`src/rtl/ddr3_fill_packer.sv`:
```
// Packs the 64-bit ADC stream into fills (header, data bursts, checksum) for the DDR3 write FIFO.
// Optional build macro: PACKER_TEST_PATTERN_EN replaces adc_dat with a 16-bit ramp counter.
`timescale 1ns/1ps
module ddr3_fill_packer #(
   parameter logic [22:0] ADDR_TOP   = 23'h7F_FFFF,
   parameter int          FILL_NUM_W = 32
) (
   input  logic           clk,
   input  logic           reset,
   input  logic           acq_enabled,
   input  logic           trig,
   input  logic [20:0]    fill_len,
   input  logic [63:0]    adc_dat,
   input  logic           adc_valid,
   input  logic           fifo_full,
   output logic           fifo_wr_en,
   output logic [127:0]   fifo_dat,
   output logic           busy,
   output logic           trig_missed,
   output logic           overflow_err,
   output logic [2:0]     fsm_state
);

   typedef enum logic [2:0] {S_IDLE, S_HDR, S_DATA, S_CSUM, S_ERR} state_t;
   state_t state, state_nx;

   logic [22:0]           next_addr, start_q;
   logic [FILL_NUM_W-1:0] fill_num;
   logic [20:0]           len_q, remaining;
   logic                  pair_have;
   logic [63:0]           pair_lo, sample;
   logic [125:0]          csum;

   logic                  trig_ok, word_done, hdr_wr, data_wr, csum_wr, ovf;
   logic [23:0]           a_fill, a_end, a_start, a_next;
   logic [22:0]           next_addr_nx, hdr_addr;
   logic [20:0]           hdr_len;
   logic [31:0]           fill_num32;
   logic [127:0]          hdr_word, data_word, csum_word;

`ifdef PACKER_TEST_PATTERN_EN
   logic [15:0] ramp;
   assign sample = {ramp + 16'd3, ramp + 16'd2, ramp + 16'd1, ramp};
   always_ff @(posedge clk) begin
      if (reset)          ramp <= '0;
      else if (trig_ok)   ramp <= '0;
      else if (adc_valid) ramp <= ramp + 16'd4;
   end
`else
   assign sample = adc_dat;
`endif

   assign trig_ok   = trig & acq_enabled & (state == S_IDLE);
   assign word_done = (state == S_DATA) & adc_valid & pair_have;
   assign busy      = (state != S_IDLE);
   assign fsm_state = state;

   // Circular allocator: a fill that would run past ADDR_TOP restarts at 0.
   assign a_fill       = {3'b000, fill_len} + 24'd2;
   assign a_end        = {1'b0, next_addr} + a_fill - 24'd1;
   assign a_start      = (a_end > {1'b0, ADDR_TOP}) ? 24'd0 : {1'b0, next_addr};
   assign a_next       = a_start + a_fill;
   assign next_addr_nx = (a_next > {1'b0, ADDR_TOP}) ? 23'd0 : a_next[22:0];

   // The header can leave straight from IDLE, so it uses the live length/address there.
   assign hdr_len    = (state == S_IDLE) ? fill_len : len_q;
   assign hdr_addr   = (state == S_IDLE) ? a_start[22:0] : start_q;
   assign fill_num32 = 32'(fill_num);
   assign hdr_word   = {2'b01, 41'd0, hdr_len, 6'd0, hdr_addr, 3'd0, fill_num32};
   assign data_word  = {sample, pair_lo};
   assign csum_word  = {2'b11, csum};

   always_comb begin
      state_nx = state;
      hdr_wr   = 1'b0;
      data_wr  = 1'b0;
      csum_wr  = 1'b0;
      ovf      = 1'b0;
      if (!acq_enabled) begin
         state_nx = S_IDLE;
      end else begin
         case (state)
            S_IDLE: if (trig) begin
               if (!fifo_full) begin
                  hdr_wr   = 1'b1;
                  state_nx = (fill_len == '0) ? S_CSUM : S_DATA;
               end else begin
                  state_nx = S_HDR;
               end
            end
            S_HDR: if (!fifo_full) begin
               hdr_wr   = 1'b1;
               state_nx = (len_q == '0) ? S_CSUM : S_DATA;
            end
            S_DATA: if (word_done) begin
               if (fifo_full) begin
                  ovf      = 1'b1;
                  state_nx = S_ERR;
               end else begin
                  data_wr = 1'b1;
                  if (remaining == 21'd1) state_nx = S_CSUM;
               end
            end
            S_CSUM: if (!fifo_full) begin
               csum_wr  = 1'b1;
               state_nx = S_IDLE;
            end
            default: state_nx = state;
         endcase
      end
   end

   always_ff @(posedge clk) begin
      if (reset) begin
         state        <= S_IDLE;
         fifo_wr_en   <= 1'b0;
         fifo_dat     <= '0;
         trig_missed  <= 1'b0;
         overflow_err <= 1'b0;
         next_addr    <= '0;
         start_q      <= '0;
         fill_num     <= '0;
         len_q        <= '0;
         remaining    <= '0;
         pair_have    <= 1'b0;
         pair_lo      <= '0;
         csum         <= '0;
      end else begin
         state       <= state_nx;
         fifo_wr_en  <= hdr_wr | data_wr | csum_wr;
         trig_missed <= trig & ~trig_ok;
         if (hdr_wr)       fifo_dat <= hdr_word;
         else if (data_wr) fifo_dat <= data_word;
         else if (csum_wr) fifo_dat <= csum_word;
         if (ovf) overflow_err <= 1'b1;
         if (trig_ok) begin
            len_q     <= fill_len;
            start_q   <= a_start[22:0];
            next_addr <= next_addr_nx;
         end
         if (hdr_wr) begin
            fill_num  <= fill_num + 1'b1;
            remaining <= hdr_len;
         end
         // Abort drops any half-built word and the running checksum.
         if (!acq_enabled) begin
            pair_have <= 1'b0;
            pair_lo   <= '0;
            csum      <= '0;
         end else begin
            if (state == S_DATA && adc_valid) begin
               pair_have <= ~pair_have;
               if (!pair_have) pair_lo <= sample;
            end
            if (data_wr) begin
               csum      <= csum ^ data_word[125:0];
               remaining <= remaining - 21'd1;
            end
            if (csum_wr) csum <= '0;
         end
      end
   end

endmodule

```
`config.mk`:
```
export PLATFORM = sky130hd
export DESIGN_NAME = ddr3_fill_packer
export DESIGN_NICKNAME = d
export VERILOG_FILES = /design/src/rtl/ddr3_fill_packer.sv
export SDC_FILE = /design/constraint.sdc
export NUM_CORES = 1
export LEC_CHECK = 0
export CORE_MARGIN = 2
export CORE_UTILIZATION = 46
export CTS_BUF_LIST = sky130_fd_sc_hd__clkbuf_16
export CTS_CLUSTER_SIZE = 40
export DETAILED_ROUTE_END_ITERATION = 6
export GPL_TIMING_DRIVEN = 0
export PLACE_DENSITY = 0.7
export SLEW_MARGIN = 10
export SYNTH_ARGS = -nofsm -noshare
export SYNTH_HDL_FRONTEND = slang
export SYNTH_SLANG_ARGS = --single-unit
export TNS_END_PERCENT = 50
```
`constraint.sdc`:
```
create_clock -name clk -period 5.9 [get_ports clk]
set_input_delay 0.59 -clock clk [delete_from_list [all_inputs] [get_ports clk]]
set_output_delay 0.59 -clock clk [all_outputs]
set_load 0.03 [all_outputs]
```
==> run_results.csv, run 1 <==
group,metric,value,unit
outcome,status,"completed",
place,dp_hpwl,50000,um
detailed_routing,top_layer_used,"met5",
sta,finalCritPeriodShare,0.975,
cells_and_area,final_cell_mix,"nand2_1, dfxtp_1, nor2_1",
global_routing,grt_pass1_vias,18700,
sta,tightestPinTransition,1.15,ns
synth,ys.flop_type,"dfxtp_1",
synth,synth_warnings,0,
synth,synth_cell_types,65,
cells_and_area,drive_above_1_share,0.0539,
worst_setup_path,cp.required,6.33,ns
detailed_routing,totalWireLength,66300,um
place,gp_congestion,0.892,
worst_setup_path,end_kind,"flop",
detailed_routing,drtPass1Iterations,6,
worst_setup_path,crit_arrival,6.18,ns
synth,syn_area,20500,um2
power_and_ir_drop,p_per_area,278,nW/um2
sta,setup_viol,0,
synth,yosysTopAreaCell,"dfxtp_1",
detailed_routing,drtIter0Drc,1495,
global_routing,grt-ovfl-total,0,
clock_tree,clkSinkCount,445,
worst_setup_path,crit_fanout,10,
detailed_routing,vias,19800,
synth,ys_seq_area_frac,0.434,
synth,ys_seq_elements,445,
detailed_routing,drc_errors,0,
floorplan,io_pins,226,
clock_tree,cts_htree_levels,2,
synth,synth_nets,2797,
flow_run,cap_viol_max_count,0,
floorplan,die_area,46300,um2
sta,holdWs,0.323,ns
detailed_routing,post_drt_wl_per_cell,18.7,um
detailed_routing,wl_met2,31000,um
cells_and_area,area_delta_synth_final,23.3,%
min_path,hold_path.class,"in2reg",
sta,max_freq,174,MHz
worst_setup_path,crit_type,"in2reg",
global_routing,grt_max_degree,14,
global_routing,grt_usage,0.276,
detailed_routing,antenna_left,0,
global_routing,grt_pass1_wl,102000,um
sta,tns,0,ns
global_routing,grt_antenna_before_repair,2,
sta,finalClockSkew,0.0227,ns
clock_tree,ctsHoldBuffers,0,
cells_and_area,layout_commonest_cell,"nand2_1",
synth,syn_area_per_cell,7.79,um2
clock_tree,clkLatencyLatePin,0.59,ns
synth,async_reset_ff_frac,0,
clock_tree,cts_made_buffers,47,
floorplan,die_y,215,um
clock_tree,clock_path_buffers,3,
clock_tree,cts_tree,"done",
clock_tree,path_clk_slew,0.06,ns
sta,rsz0062_at_grt,"yes",
power_and_ir_drop,total_power,0.00703,W
sta,slew_headroom,0.232,
cells_and_area,fin_nets,3074,
detailed_routing,wl_met1,28000,um
synth,synth_area_leaders,"dfxtp_1, nand2_1, a21oi_1",
place,io_buffers,224,
worst_setup_path,critPathLaunchType,"input port",
synth,synth_edf_count,0,
synth,postSynthCellCount,2634,
sta,drv_slew,0,
synth,synth_top_area_share,0.434,
floorplan,rows,77,
power_and_ir_drop,p_leak,9.44,nW
sta,layout_min_cycle_time,5.75,ns
power_and_ir_drop,peakVddDrop,0.201,mV
floorplan,core_area,44100,um2
clock_tree,root_buffer,"clkbuf_16",
sta,hold_viol,0,
detailed_routing,met3_length,4800,um
cells_and_area,diodes,0,
floorplan,start_util,0.465,
floorplan,dieWidth,215,um
detailed_routing,avgViaCountPerCell,5.59,
[metrics by stage]
| step | setup slack [ns] | area, um2 | utilization | cells |
|---|---|---|---|---|
| after global placement | -2.27 | 23500 | 0.532 | 3450 |
| final | 0.147 | 25300 | 0.573 | 3542 |
| after global routing | -0.0937 | 25300 | 0.573 | 3542 |
| after floorplan | 0.246 | 20500 | - | 2634 |
| after detailed placement | -2.23 | 23500 | 0.532 | 3450 |
| after CTS | 0.0405 | 25200 | 0.571 | 3541 |
[timing repair]
| action | in CTS | in global routing |
|---|---|---|
| resized for setup | 60 | 54 |
| cloned | 1 | 0 |
| pin swaps | 9 | 8 |
| setup buffers | 4 | 4 |
| endpoints found under the setup margin | 23 | 23 |
| endpoints found under the hold margin | 0 | 0 |
[state kept, by name, summed over array words and instances, names as in the netlist]
signal and count:
fifo_wr_en 1, overflow_err 1, csum 126, remaining 21
trig_missed 1, fifo_dat 128, pair_lo 64, start_q 23
fill_num 32, len_q 21, pair_have 1, next_addr 23
fsm_state 3
[metal layers]
layer	vias to the layer above	GRT usage
met5	-	0
met4	4	0.0995
met3	148	0.0453
met2	818	0.462
met1	9411	0.360
li1	9410	-
[cells in the mapped netlist, types with 27 or more instances]
| master | number |
|---|---|
| nand2_1 | 624 |
| inv_1 | 103 |
| a31oi_1 | 63 |
| nor2_1 | 284 |
| dfxtp_1 | 445 |
| clkbuf_1 | 136 |
| ha_1 | 70 |
| o21ai_0 | 42 |
| xor2_1 | 156 |
| a21oi_1 | 275 |
| and2_1 | 27 |
| nand3_1 | 62 |
| xnor2_1 | 30 |
| o221ai_1 | 31 |
| o211ai_1 | 39 |
[final cells by class]
| class | count | area (um2) |
|---|---|---|
| sequential | 445 | 8910 |
| buffer | 156 | 639 |
| clock buffer | 49 | 1230 |
| timing repair buffer | 233 | 2280 |
| tap | 592 | 741 |
| clock inverter | 39 | 298 |
| fill | 4038 | 18800 |
| multi-input combinational | 1924 | 10800 |
| inverter | 104 | 390 |
[cell families (layout without fill, tap and decap cells)]
group | Yosys count | in the layout | share of synthesized area
compound gates | 531 | 531 | 0.156
xor+xnor | 186 | 186 | 0.0794
fa+ha+maj | 72 | 72 | 0.0446
buf+inv | 265 | 581 | 0.0496
flops | 445 | 445 | 0.434
mux | 13 | 13 | 0.00640
simple gates | 1122 | 1122 | 0.230
[critical path: stages]
cell       delay [ns]
clkbuf_4         0.17
and3_4           0.20
and3_4           0.20
nand3_2          0.14
nor2b_4          0.20
and3_4           0.21
xor2_2           0.16
inv_1            0.06
ha_1             0.27
inv_1            0.04
ha_1             0.30
a21oi_1          0.17
o21ai_1          0.14
a221oi_2         0.37
o21ai_2          0.13
xnor2_2          0.27
clkbuf_4         0.28
and2_1           0.29
ha_1             0.32
a21oi_1          0.10
o21ai_0          0.27
a31oi_1          0.10
a311oi_1         0.38
o21ai_1          0.13
o2bb2ai_2        0.19
clkbuf_8         0.20
a32oi_1          0.24
nor2_1           0.06
[report_power, final]
part	total (W)	switching [W]	internal, W
Clock	0.00294	0.00126	0.00168
Combinational	0.000973	0.000610	0.000363
Sequential	0.00311	0.0000479	0.00306
[final timing paths]
check / slack [ns] / cells after the start / start / endpoint
max: 0.15 / 28 / fill_len[7] / next_addr[2]
max reg2reg: 0.88 / 22 / next_addr[1] / next_addr[2]
min: 0.32 / 3 / fill_len[9] / len_q[9]
min reg2reg: 0.45 / 2 / fifo_dat[6] / fifo_dat[6]
(Power assumes the default switching activity.)
==> inputs of run 2 (changes only) <==
--- a/config.mk
+++ b/config.mk
@@ -8,10 +8,12 @@
 export CORE_MARGIN = 2
 export CORE_UTILIZATION = 46
 export CTS_BUF_LIST = sky130_fd_sc_hd__clkbuf_16
-export CTS_CLUSTER_SIZE = 40
+export CTS_CLUSTER_SIZE = 28
 export DETAILED_ROUTE_END_ITERATION = 6
 export GPL_TIMING_DRIVEN = 0
+export HOLD_SLACK_MARGIN = 0.02
 export PLACE_DENSITY = 0.7
+export RECOVER_POWER = 100
 export SLEW_MARGIN = 10
 export SYNTH_ARGS = -nofsm -noshare
 export SYNTH_HDL_FRONTEND = slang
==> run 2 against run 1 <==
Net effect: sequential power is essentially flat; register-to-register slack lost 0.02 ns; flip-flop and latch count is the same; global-route usage is essentially flat; worst hold slack gained 0.0077 ns; clock skew grew 0.0030 ns; clock power is essentially flat; largest power group unchanged; sequential share of layout area grew 0.082 points; utilization shrank 0.13 points.
==> run_results.csv, run 2 (synthesis gave the netlist of run 1 again) <==
group,metric,value,unit
sta,finalCritPeriodShare,0.980,
detailed_routing,vias,19700,
sta,slew_headroom,0.0971,
global_routing,grt_max_degree,14,
detailed_routing,post_drt_wl_per_cell,18.7,um
worst_setup_path,worst-path-buf-inv,4,
cells_and_area,area_delta_synth_final,23.0,%
detailed_routing,antenna_left,0,
power_and_ir_drop,p_switching,0.00192,W
sta,hold_viol,0,
sta,layout_min_cycle_time,5.78,ns
clock_tree,clkLatencyLatePin,0.60,ns
power_and_ir_drop,p_leak,9.81,nW
floorplan,io_pins,226,
place,io_buffers,224,
floorplan,start_util,0.465,
cells_and_area,largest_register_ffs,128,
power_and_ir_drop,p_int,0.00510,W
worst_setup_path,crit_arrival,6.27,ns
clock_tree,clkSinkCount,445,
worst_setup_path,startpoint,"fill_len[1]",
clock_tree,clock_path_buffers,3,
worst_setup_path,crit_family,"compound AO/OA/AOI/OAI gates",
power_and_ir_drop,p_sw_frac,0.273,
detailed_routing,drtIter0Drc,1558,
clock_tree,cts_htree_levels,2,
sta,setup_viol,0,
detailed_routing,drtPass1Iterations,6,
sta,drv_slew,0,
power_and_ir_drop,seq_power_share,0.443,
cells_and_area,final_cell_mix,"nand2_1, dfxtp_1, nor2_1",
cells_and_area,fin_nets,3074,
floorplan,dieWidth,215,um
global_routing,grt_usage,0.276,
worst_setup_path,crit_slowest_cell,"fa_1",
cells_and_area,top_register,"fifo_dat",
global_routing,grt_pass1_vias,18700,
worst_setup_path,r2r_start,"next_addr[1]",
global_routing,grt_antenna_before_repair,3,
floorplan,die_y,215,um
floorplan,core_area,44100,um2
global_routing,grt_pass1_wl,102000,um
cells_and_area,fill_cells,4059,
global_routing,grt-ovfl-total,0,
worst_setup_path,crit_fanout,9,
min_path,hp-start,"fill_len[9]",
worst_setup_path,critPathLaunchType,"input port",
place,gp_congestion,0.892,
sta,tightestPinTransition,1.34,ns
clock_tree,path_clk_slew,0.06,ns
cells_and_area,reg.largest.list,"fifo_dat: 128 flops, csum: 126 flops, pair_lo: 64 flops",
worst_setup_path,crit_type,"in2reg",
sta,finalClockSkew,0.0257,ns
worst_setup_path,slowest_delay,0.37,ns
power_and_ir_drop,peakVddDrop,0.203,mV
worst_setup_path,end_kind,"flop",
cells_and_area,final_util,0.572,
sta,max_freq,173,MHz
floorplan,rows,77,
sta,fin_ws,0.118,ns
cells_and_area,layout_commonest_cell,"nand2_1",
place,dp_hpwl,50000,um
min_path,hold_path.class,"in2reg",
detailed_routing,avgViaCountPerCell,5.57,
flow_run,cap_viol_max_count,0,
cells_and_area,drive_above_1_share,0.0481,
place,dp_slack,-2.23,ns
power_and_ir_drop,power_frac_comb,0.137,
clock_tree,cts_tree,"done",
detailed_routing,totalWireLength,66200,um
power_and_ir_drop,total_power,0.00702,W
clock_tree,root_buffer,"clkbuf_16",
floorplan,die_area,46300,um2
detailed_routing,drc_errors,0,
worst_setup_path,cp.required,6.39,ns
clock_tree,cts_made_buffers,47,
power_and_ir_drop,clock_power_share,0.419,
outcome,status,"completed",
power_and_ir_drop,p_per_area,278,nW/um2
clock_tree,ctsHoldBuffers,0,
run 2: cell types whose count changed in the layout (fill, tap and decap cells not counted), moves of 2 or more:
cell	before	now
clkdlybuf4s50_1	207	71
buf_1	9	7
clkbuf_1	127	143
nor3_1	19	21
dlygate4sd3_1	0	136
buf_2	16	4
run 2: layout make-up:
cell class / instances / area (um2) / share of cell area
Sequential cell: 445 / 8910 / 0.353
Antenna cell: 1 / 2.50 / 0.0000991
Buffer: 156 / 617 / 0.0244
Multi-Input combinational cell: 1924 / 10800 / 0.427
Inverter: 104 / 390 / 0.0155
Timing Repair Buffer: 233 / 2280 / 0.0902
Tap cell: 592 / 741 / 0.0293
Clock buffer: 49 / 1230 / 0.0486
Clock inverter: 39 / 298 / 0.0118
run 2: metrics by stage:
stage / area [um2] / TNS (ns) / hold slack, ns / std cells
5_1_grt: 25200 / -0.590 / 0.333 / 3542
4_1_cts: 25200 / 0 / 0.377 / 3541
3_5_place_dp: 23500 / -46.28 / 0.446 / 3450
3_3_place_gp: 23500 / -46.87 / 0.440 / 3450
6_report: 25200 / 0 / 0.331 / 3543
2_1_floorplan: 20500 / 0 / 0.436 / 2634
run 2: worst min-delay path, cell delays in order:
cell	delay, ns
clkbuf_4	0.15
nand2_1	0.07
a21oi_1	0.05
run 2: worst paths after layout:
path,slack (ns),depth (start not counted),to
setup / recovery,0.12,27,next_addr[22]
hold reg to reg,0.45,2,fifo_dat[6]
hold / removal,0.33,3,len_q[9]
setup reg to reg,0.86,22,next_addr[22]
run 2: power by group through the flow:
stage / Clock (W) / Sequential [W] / Combinational [W]
after floorplan: 0 / 0.00319 / 0.000537
after global placement: 0 / 0.00317 / 0.000882
after detailed placement: 0 / 0.00318 / 0.000900
after CTS: 0.00297 / 0.00311 / 0.000939
after global routing: 0.00309 / 0.00312 / 0.00105
final: 0.00294 / 0.00311 / 0.000965
run 2: per-layer routing:
| layer | vias to the layer above | routed length (um) | global-route usage | share of wire |
|---|---|---|---|---|
| met5 | - | 15 | 0 | 0.00023 |
| met4 | 2 | 2320 | 0.0995 | 0.035 |
| met3 | 137 | 4760 | 0.0454 | 0.072 |
| met2 | 786 | 31100 | 0.463 | 0.47 |
| met1 | 9423 | 28000 | 0.359 | 0.42 |
| li1 | 9401 | - | - | - |
run 2: timing repair:
action / 4_1_cts / 5_1_grt
setup buffers: 4 / 4
cloned: 1 / 0
pin swaps: 9 / 8
resized for setup: 60 / 55
setup endpoints to repair: 23 / 23
==> inputs of run 3 (changes only) <==
--- a/config.mk
+++ b/config.mk
@@ -5,6 +5,7 @@
 export SDC_FILE = /design/constraint.sdc
 export NUM_CORES = 1
 export LEC_CHECK = 0
+export CORE_ASPECT_RATIO = 1.4
 export CORE_MARGIN = 2
 export CORE_UTILIZATION = 46
 export CTS_BUF_LIST = sky130_fd_sc_hd__clkbuf_16
==> run 3 against run 2 <==
Net effect: flip-flop and latch count unchanged; sequential share of layout area increased by 0.18 points; fmax grew 1.6%; register-to-register slack worse by 0.19 ns; critical path type unchanged; cell area shrank 0.51%; largest power group unchanged; clock skew down 0.012 ns; combinational power up 2%; clock power is 7.1% lower; routed wire length grew 0.83%; total power down 2.7%.
==> run_results.csv, run 3 (synthesis gave the netlist of run 1 again) <==
group,metric,value,unit
floorplan,rows,91,
cells_and_area,area_delta_synth_final,22.4,%
detailed_routing,drtIter0Drc,1326,
sta,layout_min_cycle_time,5.69,ns
worst_setup_path,cp.required,6.32,ns
clock_tree,path_clk_slew,0.07,ns
clock_tree,cts_tree,"done",
cells_and_area,layout_commonest_cell,"nand2_1",
detailed_routing,drtPass1Iterations,6,
worst_setup_path,crit_fanout,9,
detailed_routing,avgViaCountPerCell,5.58,
detailed_routing,antenna_left,0,
detailed_routing,vias,19600,
place,dp_hpwl,51000,um
floorplan,die_y,254,um
cells_and_area,final_cell_mix,"nand2_1, dfxtp_1, nor2_1",
cells_and_area,fin_nets,3073,
sta,hold_viol,0,
sta,setup_viol,0,
cells_and_area,fill_cells,4006,
outcome,status,"completed",
global_routing,grt_pass1_wl,103000,um
sta,slew_headroom,0.255,
cells_and_area,top_register,"fifo_dat",
sta,tightestPinTransition,1.11,ns
sta,tns,0,ns
global_routing,grt_max_degree,15,
min_path,hold_path.class,"in2reg",
floorplan,io_pins,226,
clock_tree,cts_htree_levels,2,
worst_setup_path,critPathLaunchType,"input port",
cells_and_area,fin_area,25100,um2
global_routing,grt_pass1_vias,19400,
clock_tree,clkSinkCount,445,
global_routing,grt-ovfl-total,0,
place,io_buffers,224,
clock_tree,root_buffer,"clkbuf_16",
cells_and_area,largest_register_ffs,128,
detailed_routing,drc_errors,0,
global_routing,grt_usage,0.281,
sta,drv_slew,0,
floorplan,dieWidth,182,um
place,dpl_cell_area,23500,um2
global_routing,grt_antenna_before_repair,3,
power_and_ir_drop,total_power,0.00683,W
cells_and_area,reg.largest.list,"fifo_dat: 128 flops, csum: 126 flops, pair_lo: 64 flops",
worst_setup_path,crit_type,"in2reg",
sta,max_freq,176,MHz
power_and_ir_drop,peakVddDrop,0.210,mV
sta,holdWs,0.310,ns
sta,finalClockSkew,0.0135,ns
flow_run,cap_viol_max_count,0,
worst_setup_path,crit_arrival,6.12,ns
detailed_routing,post_drt_wl_per_cell,19.1,um
clock_tree,cts_made_buffers,44,
clock_tree,clkLatencyLatePin,0.57,ns
sta,finalCritPeriodShare,0.965,
detailed_routing,totalWireLength,66700,um
place,gp_congestion,0.927,
cells_and_area,drive_above_1_share,0.0517,
floorplan,core_area,44100,um2
power_and_ir_drop,p_leak,9.74,nW
worst_setup_path,end_kind,"flop",
power_and_ir_drop,p_per_area,272,nW/um2
floorplan,die_area,46300,um2
floorplan,start_util,0.466,
clock_tree,clock_path_buffers,3,
-- run 3: cell count changes in the layout (fill, tap and decap cells not counted), sizes merged --
cell,previous run,this run
clkinv,22,17
buf,20,22
clkbuf,204,202
clkdlybuf4s15,0,2
dlygate4sd2,2,0
bufinv,4,3
clkdlybuf4s50,71,70
clkinvlp,3,2
diode,1,2
dlymetal6s2s,5,4
-- run 3: what timing repair did --
| action | 4_1_cts | 5_1_grt |
|---|---|---|
| pin swaps | 11 | 12 |
| gates resized for setup | 84 | 59 |
| setup buffers | 5 | 4 |
| cloned | 1 | 0 |
| hold buffers | 0 | 0 |
| endpoints found under the setup margin | 23 | 23 |
-- run 3: per-stage QoR --
step	util	worst slack [ns]	cells
after global routing	0.570	-0.0116	3501
final	0.570	0.208	3501
after detailed placement	0.532	-2.50	3416
after floorplan	-	0.246	2634
after CTS	0.568	0.000343	3495
after global placement	0.532	-2.44	3416
-- run 3: worst paths after layout --
check | start | endpoint | slack (ns) | cells after the start
worst min register to register | fifo_dat[13] | fifo_dat[13] | 0.45 | 2
worst max-delay path | fill_len[1] | next_addr[20] | 0.21 | 26
worst max register to register | next_addr[1] | next_addr[20] | 0.67 | 21
worst min-delay path | fill_len[6] | len_q[6] | 0.31 | 3
-- run 3: per-layer routing --
| layer | up-vias | share of wire | global-route usage | wire length, um |
|---|---|---|---|---|
| met5 | - | 0.00012 | 0 | 8 |
| li1 | 9396 | - | - | - |
| met3 | 224 | 0.053 | 0.0377 | 3530 |
| met2 | 672 | 0.51 | 0.510 | 33800 |
| met4 | 2 | 0.064 | 0.181 | 4300 |
| met1 | 9256 | 0.38 | 0.308 | 25100 |
-- run 3: layout make-up --
type / instances / area, um2 / share of cell area
flip-flops and latches: 445 / 8910 / 0.355
diodes: 2 / 5.00 / 0.000199
inverters: 104 / 390 / 0.0155
clock inverters: 32 / 234 / 0.00932
well taps: 558 / 698 / 0.0278
repair buffers: 234 / 2270 / 0.0906
plain buffers: 157 / 626 / 0.0249
clock buffers: 45 / 1130 / 0.0448
multi-input cells: 1924 / 10900 / 0.432
-- run 3: worst max-delay path, cell delays in order --
cell	delay [ns]
buf_2	0.23
nand2_1	0.15
nor3_4	0.14
buf_4	0.16
nand2_1	0.09
xnor2_2	0.23
inv_1	0.08
ha_1	0.28
inv_1	0.04
ha_1	0.31
a211oi_1	0.24
o21ai_1	0.19
a211oi_2	0.37
o21ai_2	0.14
xnor2_2	0.31
clkbuf_8	0.22
and2_4	0.19
ha_2	0.32
a21o_1	0.20
or4_4	0.51
nand4_1	0.24
a21oi_2	0.12
buf_4	0.16
or3_1	0.34
a32oi_1	0.21
nor2_1	0.05
-- run 3: power by group --
part | switching, W | internal, W
clock network | 0.00122 | 0.00151
logic | 0.000616 | 0.000365
registers | 0.0000472 | 0.00306
total | 0.00188 | 0.00494
